### config.mk
export PLATFORM = sky130hd
export DESIGN_NAME = mem_port_arbiter_flat
export DESIGN_NICKNAME = d
export VERILOG_FILES = /design/src/rtl/mem_port_arbiter_if.sv /design/src/rtl/mem_port_arbiter.sv /design/src/flat_wrapper.sv
export SDC_FILE = /design/constraint.sdc
export NUM_CORES = 1
export LEC_CHECK = 0
export ABC_AREA = 1
export BUFFER_PORTS_ARGS = -buffer_cell sky130_fd_sc_hd__buf_2
export CAP_MARGIN = 40
export CORE_MARGIN = 2
export CORE_UTILIZATION = 41
export DETAILED_ROUTE_END_ITERATION = 10
export GPL_TIMING_DRIVEN = 0
export MAX_ROUTING_LAYER = met4
export PLACE_DENSITY = 0.81
export SKIP_LAST_GASP = 1
export SYNTH_ARGS = -nofsm -noshare
export SYNTH_HDL_FRONTEND = slang
export SYNTH_SLANG_ARGS = --single-unit
### constraint.sdc
create_clock -name b_clk -period 1.3 [get_ports b_clk]
set_input_delay 0.195 -clock b_clk [delete_from_list [all_inputs] [get_ports b_clk]]
set_output_delay 0.195 -clock b_clk [all_outputs]
set_load 0.05 [all_outputs]
### src/rtl/mem_port_arbiter_if.sv
// Port-B request/return bundle shared by the two requesters and the memory port.
// The arbiter takes the slave view; requesters plus memory model take the master view.
interface mem_port_arbiter_if #(
  parameter int unsigned AW = 14,
  parameter int unsigned DW = 18
);
  logic          r0_req;
  logic          r0_wr;
  logic [AW-1:0] r0_addr;
  logic [DW-1:0] r0_din;
  logic          r0_gnt;
  logic          r0_rvalid;
  logic [DW-1:0] r0_rdata;

  logic          r1_req;
  logic          r1_wr;
  logic [AW-1:0] r1_addr;
  logic [DW-1:0] r1_din;
  logic          r1_gnt;
  logic          r1_rvalid;
  logic [DW-1:0] r1_rdata;

  logic          m_wr;
  logic [AW-1:0] m_addr;
  logic [DW-1:0] m_din;
  logic [DW-1:0] m_dout;

  modport master (
    output r0_req, r0_wr, r0_addr, r0_din,
    input  r0_gnt, r0_rvalid, r0_rdata,
    output r1_req, r1_wr, r1_addr, r1_din,
    input  r1_gnt, r1_rvalid, r1_rdata,
    input  m_wr, m_addr, m_din,
    output m_dout
  );

  modport slave (
    input  r0_req, r0_wr, r0_addr, r0_din,
    output r0_gnt, r0_rvalid, r0_rdata,
    input  r1_req, r1_wr, r1_addr, r1_din,
    output r1_gnt, r1_rvalid, r1_rdata,
    output m_wr, m_addr, m_din,
    input  m_dout
  );
endinterface

### src/rtl/mem_port_arbiter.sv
// Two-requester arbiter for memory port B with registered command and 2-cycle tagged read return.
// Define MEMARB_RR_EN for round-robin with a MAX_BURST limit; otherwise r0 has fixed priority.
module mem_port_arbiter #(
  parameter int unsigned AW        = 14,
  parameter int unsigned DW        = 18,
  parameter int unsigned MAX_BURST = 4
) (
  input logic               b_clk,
  input logic               CLR,
  mem_port_arbiter_if.slave bus
);

  if (MAX_BURST < 1) begin : g_bad_burst
    $error("MAX_BURST must be at least 1");
  end

  logic gnt0, gnt1, xfer, win;

`ifdef MEMARB_RR_EN
  localparam int unsigned    CntW   = $clog2(MAX_BURST + 1);
  localparam logic [CntW-1:0] CntMax = CntW'(MAX_BURST);

  logic            last_q, last_d;
  logic [CntW-1:0] cnt_q, cnt_d;
  logic            pick;

  always_comb begin
    gnt0 = 1'b0;
    gnt1 = 1'b0;
    // A burst continues only once started, so cnt=0 after reset hands the first tie to r0.
    pick = ((cnt_q != '0) && (cnt_q < CntMax)) ? last_q : ~last_q;
    if (!CLR) begin
      case ({bus.r1_req, bus.r0_req})
        2'b01:   gnt0 = 1'b1;
        2'b10:   gnt1 = 1'b1;
        2'b11: begin
          gnt0 = ~pick;
          gnt1 = pick;
        end
        default: ;
      endcase
    end
  end

  always_comb begin
    last_d = last_q;
    cnt_d  = cnt_q;
    if (xfer) begin
      last_d = win;
      if (win != last_q)       cnt_d = CntW'(1);
      else if (cnt_q < CntMax) cnt_d = cnt_q + 1'b1;
    end
  end

  always_ff @(posedge b_clk) begin
    if (CLR) begin
      last_q <= 1'b1;
      cnt_q  <= '0;
    end else begin
      last_q <= last_d;
      cnt_q  <= cnt_d;
    end
  end
`else
  always_comb begin
    gnt0 = ~CLR & bus.r0_req;
    gnt1 = ~CLR & bus.r1_req & ~bus.r0_req;
  end
`endif

  assign xfer = gnt0 | gnt1;
  assign win  = gnt1;

  logic          m_wr_q, m_wr_d;
  logic [AW-1:0] m_addr_q, m_addr_d;
  logic [DW-1:0] m_din_q, m_din_d;
  logic          s1_rd_q, s1_rd_d, s1_id_q, s1_id_d;
  logic          s2_rd_q, s2_id_q;

  always_comb begin
    m_wr_d   = 1'b0;
    m_addr_d = m_addr_q;
    m_din_d  = m_din_q;
    s1_rd_d  = 1'b0;
    s1_id_d  = win;
    if (xfer) begin
      m_wr_d   = win ? bus.r1_wr   : bus.r0_wr;
      m_addr_d = win ? bus.r1_addr : bus.r0_addr;
      m_din_d  = win ? bus.r1_din  : bus.r0_din;
      s1_rd_d  = ~m_wr_d;
    end
  end

  always_ff @(posedge b_clk) begin
    if (CLR) begin
      m_wr_q   <= 1'b0;
      m_addr_q <= '0;
      m_din_q  <= '0;
      s1_rd_q  <= 1'b0;
      s1_id_q  <= 1'b0;
      s2_rd_q  <= 1'b0;
      s2_id_q  <= 1'b0;
    end else begin
      m_wr_q   <= m_wr_d;
      m_addr_q <= m_addr_d;
      m_din_q  <= m_din_d;
      s1_rd_q  <= s1_rd_d;
      s1_id_q  <= s1_id_d;
      s2_rd_q  <= s1_rd_q;
      s2_id_q  <= s1_id_q;
    end
  end

  assign bus.r0_gnt    = gnt0;
  assign bus.r1_gnt    = gnt1;
  assign bus.r0_rvalid = s2_rd_q & ~s2_id_q;
  assign bus.r1_rvalid = s2_rd_q & s2_id_q;
  assign bus.r0_rdata  = bus.m_dout;
  assign bus.r1_rdata  = bus.m_dout;
  assign bus.m_wr      = m_wr_q;
  assign bus.m_addr    = m_addr_q;
  assign bus.m_din     = m_din_q;

endmodule
### src/flat_wrapper.sv
// flat-port wrapper written by rule: the top's interface ports become plain ports
module mem_port_arbiter_flat 
#(
  parameter int unsigned AW        = 14,
  parameter int unsigned DW        = 18,
  parameter int unsigned MAX_BURST = 4
)
  (b_clk, CLR, bus_r0_req, bus_r0_wr, bus_r0_addr, bus_r0_din, bus_r0_gnt, bus_r0_rvalid, bus_r0_rdata, bus_r1_req, bus_r1_wr, bus_r1_addr, bus_r1_din, bus_r1_gnt, bus_r1_rvalid, bus_r1_rdata, bus_m_wr, bus_m_addr, bus_m_din, bus_m_dout);
  mem_port_arbiter_if #(.AW(AW), .DW(DW)) bus_i ();
  input logic b_clk;
  input logic CLR;
  input wire logic [$bits(bus_i.r0_req)-1:0] bus_r0_req;
  input wire logic [$bits(bus_i.r0_wr)-1:0] bus_r0_wr;
  input wire logic [$bits(bus_i.r0_addr)-1:0] bus_r0_addr;
  input wire logic [$bits(bus_i.r0_din)-1:0] bus_r0_din;
  output wire logic [$bits(bus_i.r0_gnt)-1:0] bus_r0_gnt;
  output wire logic [$bits(bus_i.r0_rvalid)-1:0] bus_r0_rvalid;
  output wire logic [$bits(bus_i.r0_rdata)-1:0] bus_r0_rdata;
  input wire logic [$bits(bus_i.r1_req)-1:0] bus_r1_req;
  input wire logic [$bits(bus_i.r1_wr)-1:0] bus_r1_wr;
  input wire logic [$bits(bus_i.r1_addr)-1:0] bus_r1_addr;
  input wire logic [$bits(bus_i.r1_din)-1:0] bus_r1_din;
  output wire logic [$bits(bus_i.r1_gnt)-1:0] bus_r1_gnt;
  output wire logic [$bits(bus_i.r1_rvalid)-1:0] bus_r1_rvalid;
  output wire logic [$bits(bus_i.r1_rdata)-1:0] bus_r1_rdata;
  output wire logic [$bits(bus_i.m_wr)-1:0] bus_m_wr;
  output wire logic [$bits(bus_i.m_addr)-1:0] bus_m_addr;
  output wire logic [$bits(bus_i.m_din)-1:0] bus_m_din;
  input wire logic [$bits(bus_i.m_dout)-1:0] bus_m_dout;
  assign bus_i.r0_req = bus_r0_req;
  assign bus_i.r0_wr = bus_r0_wr;
  assign bus_i.r0_addr = bus_r0_addr;
  assign bus_i.r0_din = bus_r0_din;
  assign bus_r0_gnt = bus_i.r0_gnt;
  assign bus_r0_rvalid = bus_i.r0_rvalid;
  assign bus_r0_rdata = bus_i.r0_rdata;
  assign bus_i.r1_req = bus_r1_req;
  assign bus_i.r1_wr = bus_r1_wr;
  assign bus_i.r1_addr = bus_r1_addr;
  assign bus_i.r1_din = bus_r1_din;
  assign bus_r1_gnt = bus_i.r1_gnt;
  assign bus_r1_rvalid = bus_i.r1_rvalid;
  assign bus_r1_rdata = bus_i.r1_rdata;
  assign bus_m_wr = bus_i.m_wr;
  assign bus_m_addr = bus_i.m_addr;
  assign bus_m_din = bus_i.m_din;
  assign bus_i.m_dout = bus_m_dout;
  mem_port_arbiter #(.AW(AW), .DW(DW), .MAX_BURST(MAX_BURST)) u_core (.b_clk(b_clk), .CLR(CLR), .bus(bus_i));
endmodule
==> metrics.md, run 1 <==
| Metric | Value |
|---|---|
| Yosys Warn Count | 0 |
| Worst hold path class | input pin to register |
| Area after DPL | 3040 sq um |
| Clk Latency, worst-skew pair | 280 ps |
| Largest area contributor in the netlist | dfxtp_1 |
| Slew Limit Headroom | 68.1% |
| Fin Setup TNS | 0 ps |
| DP HPWL | 4960 microns |
| Leakage power | 1.90 nW |
| Req. time, crit path | 1110 ps |
| Post-synth top area share | 32.9% |
| Met2 Routed Length | 3280 microns |
| Post-synth EDFFs | 0 |
| Total clock sinks | 37 |
| Worst R2R Setup Slack | 600 ps |
| Root buf cell | clkbuf_8 |
| Seq/Total Area, Yosys | 32.9% |
| Endpoint class of the critical path | output port |
| Worst reg2reg path depth | 4 |
| CTS H-tree depth | 2 |
| Final core occ | 60.0% |
| Std cell rows | 26 |
| CP max FO | 2 |
| Fill cells | 527 |
| Ys flop type | dfxtp_1 |
| Post-synth net total | 429 |
| Final hold slack | 166 ps |
| Max-Cap Viols | 0 |
| Setup CP Type | register to output port |
| Pins Over Slew Limit | 0 |
| Total Routed Length | 6380 microns |
| Met1 WL | 2540 microns |
| Top Layer Used | met4 |
| Peak supply drop | 581 uV |
| Residual DRC | 0 |
| WHS Path Cells | 3 |
| Reg2reg start | u_core.bus.m_addr[8] |
| Buffers on Ports | 140 |
| Final GP Congestion | 0.825 |
| Flops & latches, synth | 37 |
| CTS tree | yes |
| DR iter-0 viols | 55 |
| Ys async rst share | 0% |
| Initial Utilization | 43.2% |
| Vias | 2564 |
| Max frequency | 853 MHz |
| Slew @ Worst Pin | 479 ps |
| Register Area | 741 sq um |
| Initial antenna violation count | 0 |
| Nets | 575 |
| Startpoint types | register |
| Vias per cell | 4.59 |
| RSZ-0062 raised after global routing | no |
| Hold Buf Count CTS | 0 |
| CTS Buf Count | 5 |
| Pwr dens | 1040 nW/um^2 |
| Pin count of the biggest net entering global routing | 12 |
| Worst-path clk slew | 70 ps |
| Area Growth Syn to Fin | 38.8% |
| Mapped Cells | 341 |
| Drt wl/cell | 11.4 microns |
| Area contributors post-synth | dfxtp_1 (33%), buf_4 (13%), inv_1 (12%) |
| WHS Endpoint | u_core.bus.m_wr |
| I/O pins | 161 |
| Commonest cells post-synth | inv_1 (71), nand2_1 (66), buf_4 (40) |
| Met3 WL | 522 microns |
| Worst Hold Launch | bus_r1_wr |
| Die area | 6090 sq um |
| Synth cell types | 17 |
| Core footprint | 5200 sq um |
| Share of layout cells above drive strength 1 | 42.4% |
| Chip Width | 78.1 microns |
| Final Cycle Share | 90.2% |
| Multi-input gate area | 835 sq um |
| Place WS | -18.0 ps |
| GRT Util Overall | 20.5% |
| Die Y | 78.1 microns |
| Router iterations before antenna repair | 4 |
| Worst EP arrival | 980 ps |
| Antenna viol nets, final | 0 |
| Design area | 3120 sq um |
| Most frequent cell after synthesis | inv_1 |
| First-pass GRT wire length | 9890 microns |
| Total gr overflow | 0 |
| Worst-case clock buffer depth | 2 |
| Setup WS post-layout | 127 ps |
| Syn_area_per_cell | 6.59 sq um |
| Number of global-route vias before repair | 2332 |
| Final Critical Period | 1170 ps |
| Hold Violations, Final | 0 |
| Worst R2R End | u_core.bus.m_addr[8] |
| Post-Syn Area | 2250 sq um |
| Skew final | 0.306 ps |
| Antenna Cells | 0 |
| # setup viols final | 0 |
| Status | finished, final reports clean |
-- how the worst max path moves through the flow --
stage                   start  slack [ps]  cells past startpoint             to
2_1_floorplan             CLR          80                      5     bus_r1_gnt
4_1_cts                   CLR          30                      4     bus_r0_gnt
5_1_grt        u_core.s2_rd_q          50                      3  bus_r0_rvalid
6_report       u_core.s2_rd_q         130                      3  bus_r0_rvalid
3_5_place_dp       bus_r0_req         -20                      6     bus_r1_gnt
3_3_place_gp              CLR         -20                      6     bus_r1_gnt
-- kinds of logic after synthesis --
kind of cell	after synthesis	share of synthesized area (%)
AOI/OAI and AO/OA	34	8.07
buffers and inverters	133	30.1
DFF	37	32.9
and+or+nand+nor	137	28.9
-- metrics by stage --
| stage | total power, mW | cells |
|---|---|---|
| 6_report | 3.24 | 558 |
| 5_1_grt | 3.40 | 558 |
| 4_1_cts | 3.26 | 559 |
| 3_5_place_dp | 2.50 | 551 |
| 3_3_place_gp | 2.48 | 551 |
| 2_1_floorplan | 2.19 | 341 |
-- cells in the final DEF (no fill, tap or decap) --
| cell type | instances |
|---|---|
| nand3_4 | 1 |
| a21oi_1 | 32 |
| clkbuf_1 | 5 |
| nand4_1 | 32 |
| clkinv_2 | 2 |
| nor2_2 | 1 |
| clkbuf_2 | 1 |
| nand2_1 | 66 |
| and2_1 | 1 |
| dfxtp_1 | 37 |
| inv_2 | 2 |
| nor2_1 | 4 |
| nand3_1 | 32 |
| inv_4 | 1 |
| buf_6 | 1 |
| buf_4 | 41 |
| inv_1 | 71 |
| o21ai_4 | 1 |
| buf_2 | 151 |
| o21ai_1 | 1 |
| clkbuf_8 | 5 |
-- metal layers --
| layer | track usage [%] | up-vias |
|---|---|---|
| li1 | - | 1318 |
| met1 | 22.8 | 1126 |
| met2 | 38.0 | 114 |
| met3 | 3.68 | 6 |
| met4 | 4.91 | 0 |
| met5 | - | - |
-- sequential cells by signal (all words and copies together) (netlist names) --
| name | count |
|---|---|
| u_core.s2_id_q | 1 |
| u_core.bus.m_addr | 14 |
| u_core.bus.m_din | 18 |
| u_core.s1_id_q | 1 |
| u_core.bus.m_wr | 1 |
| u_core.s1_rd_q | 1 |
| u_core.s2_rd_q | 1 |
-- worst max-delay path: stages, from the launching register on --
cell and delay (ps):
dfxtp_1 320, inv_1 40, nor2_1 70, buf_2 260
-- power breakdown --
part           switching [mW]  internal [mW]
clock                   0.388          0.371
sequential             0.0394           1.22
combinational           0.847          0.371
-- area by class of cell --
cell class / instances / share of cell area [%]
Clock buffer: 6 / 2.33
Timing Repair Buffer: 140 / 22.5
Inverter: 74 / 8.98
Buffer: 58 / 12.6
Clock inverter: 2 / 0.321
Sequential cell: 37 / 23.7
Multi-Input combinational cell: 171 / 26.7
Tap cell: 70 / 2.81
-- repair_timing --
item                                    CTS  global route
endpoints found under the setup margin    1             2
gates resized for setup                   1             2
setup buffers                             0             0
(Power assumes the default switching activity.)
==> run 2: changes to the inputs <==
Settings changed: ABC_AREA 1 to default, CORE_UTILIZATION 41 to 39, PLACE_DENSITY 0.81 to 0.8.
==> run 2 against run 1 <==
Against the previous run:
- first-iteration DRC count fell by 33%
- clock skew increased by 0.63 ps
- total power up 4.8%
- cell area fell by 5.9%
- critical path type is now input pin to output port
- largest power group unchanged
==> metrics.md, run 2 <==
| Metric | Value |
|---|---|
| Ys async rst share | 0% |
| Leakage power | 1.52 nW |
| Router iterations before antenna repair | 2 |
| CTS H-tree depth | 2 |
| Post-synth net total | 286 |
| Startpoint types | input pin |
| Buffers on Ports | 139 |
| Die Y | 76.1 microns |
| DR iter-0 viols | 37 |
| Largest area contributor in the netlist | dfxtp_1 |
| Root buf cell | clkbuf_8 |
| Pins Over Slew Limit | 0 |
| Syn_area_per_cell | 10.2 sq um |
| Residual DRC | 0 |
| Total Routed Length | 4940 microns |
| Vias | 1873 |
| Vias per cell | 4.51 |
| Hold Violations, Final | 0 |
| Top Layer Used | met4 |
| Share of layout cells above drive strength 1 | 58.8% |
| Worst hold path class | input pin to register |
| I/O pins | 161 |
| Number of global-route vias before repair | 1919 |
| Slew @ Worst Pin | 587 ps |
| Fin Setup TNS | 0 ps |
| Final Critical Period | 1230 ps |
| Final Cycle Share | 94.8% |
| Met1 WL | 1950 microns |
| Chip Width | 76.1 microns |
| GRT Util Overall | 18.2% |
| Total clock sinks | 37 |
| Worst-path clk slew | 70 ps |
| Initial antenna violation count | 0 |
| Initial Utilization | 39.9% |
| Antenna Cells | 0 |
| Antenna viol nets, final | 0 |
| Flops & latches, synth | 37 |
| Max FFs per register | 18 |
| Pwr dens | 1150 nW/um^2 |
| Status | finished, final reports clean |
| Die area | 5790 sq um |
| CTS tree | yes |
| First-pass GRT wire length | 8450 microns |
| # setup viols final | 0 |
| Synth cell types | 19 |
| Max frequency | 811 MHz |
| Worst EP arrival | 1040 ps |
| Post-synth EDFFs | 0 |
| Area Growth Syn to Fin | 45.0% |
| Max-Cap Viols | 0 |
| Hold Buf Count CTS | 0 |
| Mapped Cells | 198 |
| Yosys Warn Count | 0 |
| CP max FO | 10 |
| Met3 WL | 452 microns |
| Std cell rows | 26 |
| Post-Syn Area | 2030 sq um |
| Final core occ | 57.9% |
| Total gr overflow | 0 |
| Commonest cells after routing, fill and taps aside | buf_2 (141), buf_4 (38), dfxtp_1 (37), nor2b_1 (35), mux2i_1 (32) |
| Ys flop type | dfxtp_1 |
| Worst-case clock buffer depth | 2 |
| Met2 Routed Length | 2480 microns |
| Nets | 432 |
| CTS Buf Count | 5 |
| Endpoint class of the critical path | output port |
| Core footprint | 5070 sq um |
| RSZ-0062 raised after global routing | no |
| Area contributors post-synth | dfxtp_1 (37%), mux2i_1 (16%), buf_4 (14%) |
| Skew final | 0.937 ps |
| Drt wl/cell | 11.9 microns |
| Commonest cells post-synth | buf_4 (38), dfxtp_1 (37), nor2b_1 (35) |
| Seq/Total Area, Yosys | 36.6% |
| Clk Latency, worst-skew pair | 290 ps |
| Final GP Congestion | 0.719 |
| Slew Limit Headroom | 60.9% |
| Req. time, crit path | 1110 ps |
| Most frequent cell after synthesis | buf_4 |
| Post-synth top area share | 36.6% |
| DP HPWL | 3900 microns |
| Setup CP Type | input pin to output port |
| Commonest non-fill, non-tap cell in the layout | buf_2 |
| Pin count of the biggest net entering global routing | 12 |
| Peak supply drop | 576 uV |
==> run 2: cell types whose count changed in the layout (fill, tap and decap cells not counted), sizes merged, moves of 10 or more <==
cell	previous run	this run
a211oi	0	32
nor2b	0	35
nand3	33	0
buf	193	183
mux2i	0	32
inv	74	1
nand2	66	1
nand4	32	0
a21oi	32	2
==> run 2: cells by family after synthesis <==
kind of cell | synth area share (%)
buf+inv | 19.7
flops | 36.6
compound gates | 14.6
simple gates | 13.3
mux | 15.8
==> run 2: report_power, final <==
group          leakage [nW]  switching (mW)  internal [mW]
sequential            0.308          0.0366           1.22
clock                0.0585           0.408          0.626
combinational          1.15           0.726          0.380
==> run 2: path summary, 6_finish.rpt <==
check | cells after the start | slack, ps | start | end
min | 3 | 180 | bus_r0_wr | u_core.bus.m_wr
min reg2reg | 1 | 440 | u_core.s1_id_q | u_core.s2_id_q
max reg2reg | 2 | 550 | u_core.bus.m_din[5] | u_core.bus.m_din[5]
max | 5 | 70 | bus_r0_req | bus_r0_gnt
==> run 2: worst max-delay path: stages <==
cell and delay (ps):
buf_4 150, inv_1 170, clkbuf_4 260, nor2_2 50, clkbuf_4 210
==> run 2: repair_timing <==
action                                 4_1_cts  5_1_grt
setup buffers                                0        0
endpoints found under the hold margin        0        0
resized for setup                            0        2
setup endpoints to repair                    0        1
==> run 2: area by class of cell <==
class                           instances  area [sq um]
Fill cell                             477          2140
Multi-Input combinational cell        109           893
Sequential cell                        37           741
Timing Repair Buffer                  139           698
Buffer                                 51           398
Tap cell                               70          87.6
Clock buffer                            7          86.3
Clock inverter                          1          30.0
Inverter                                1          3.75
==> run 2: layer usage <==
layer,global-route usage (%),up-vias
met1,19.3,836
met3,5.69,6
li1,-,939
met5,-,-
met2,32.6,92
met4,5.09,0
==> run 2: through the flow <==
| stage | instances | power [mW] | setup slack [ps] | hold slack, ps | area, sq um |
|---|---|---|---|---|---|
| floorplan | 198 | 2.12 | -34.8 | 340 | 2030 |
| CTS | 415 | 3.42 | 0.573 | 171 | 2930 |
| global route | 415 | 3.54 | 7.23 | 187 | 2940 |
| detailed placement | 407 | 2.39 | 2.88 | 426 | 2820 |
| global placement | 407 | 2.38 | -13.2 | 420 | 2820 |
| finish | 415 | 3.39 | 67.7 | 175 | 2940 |
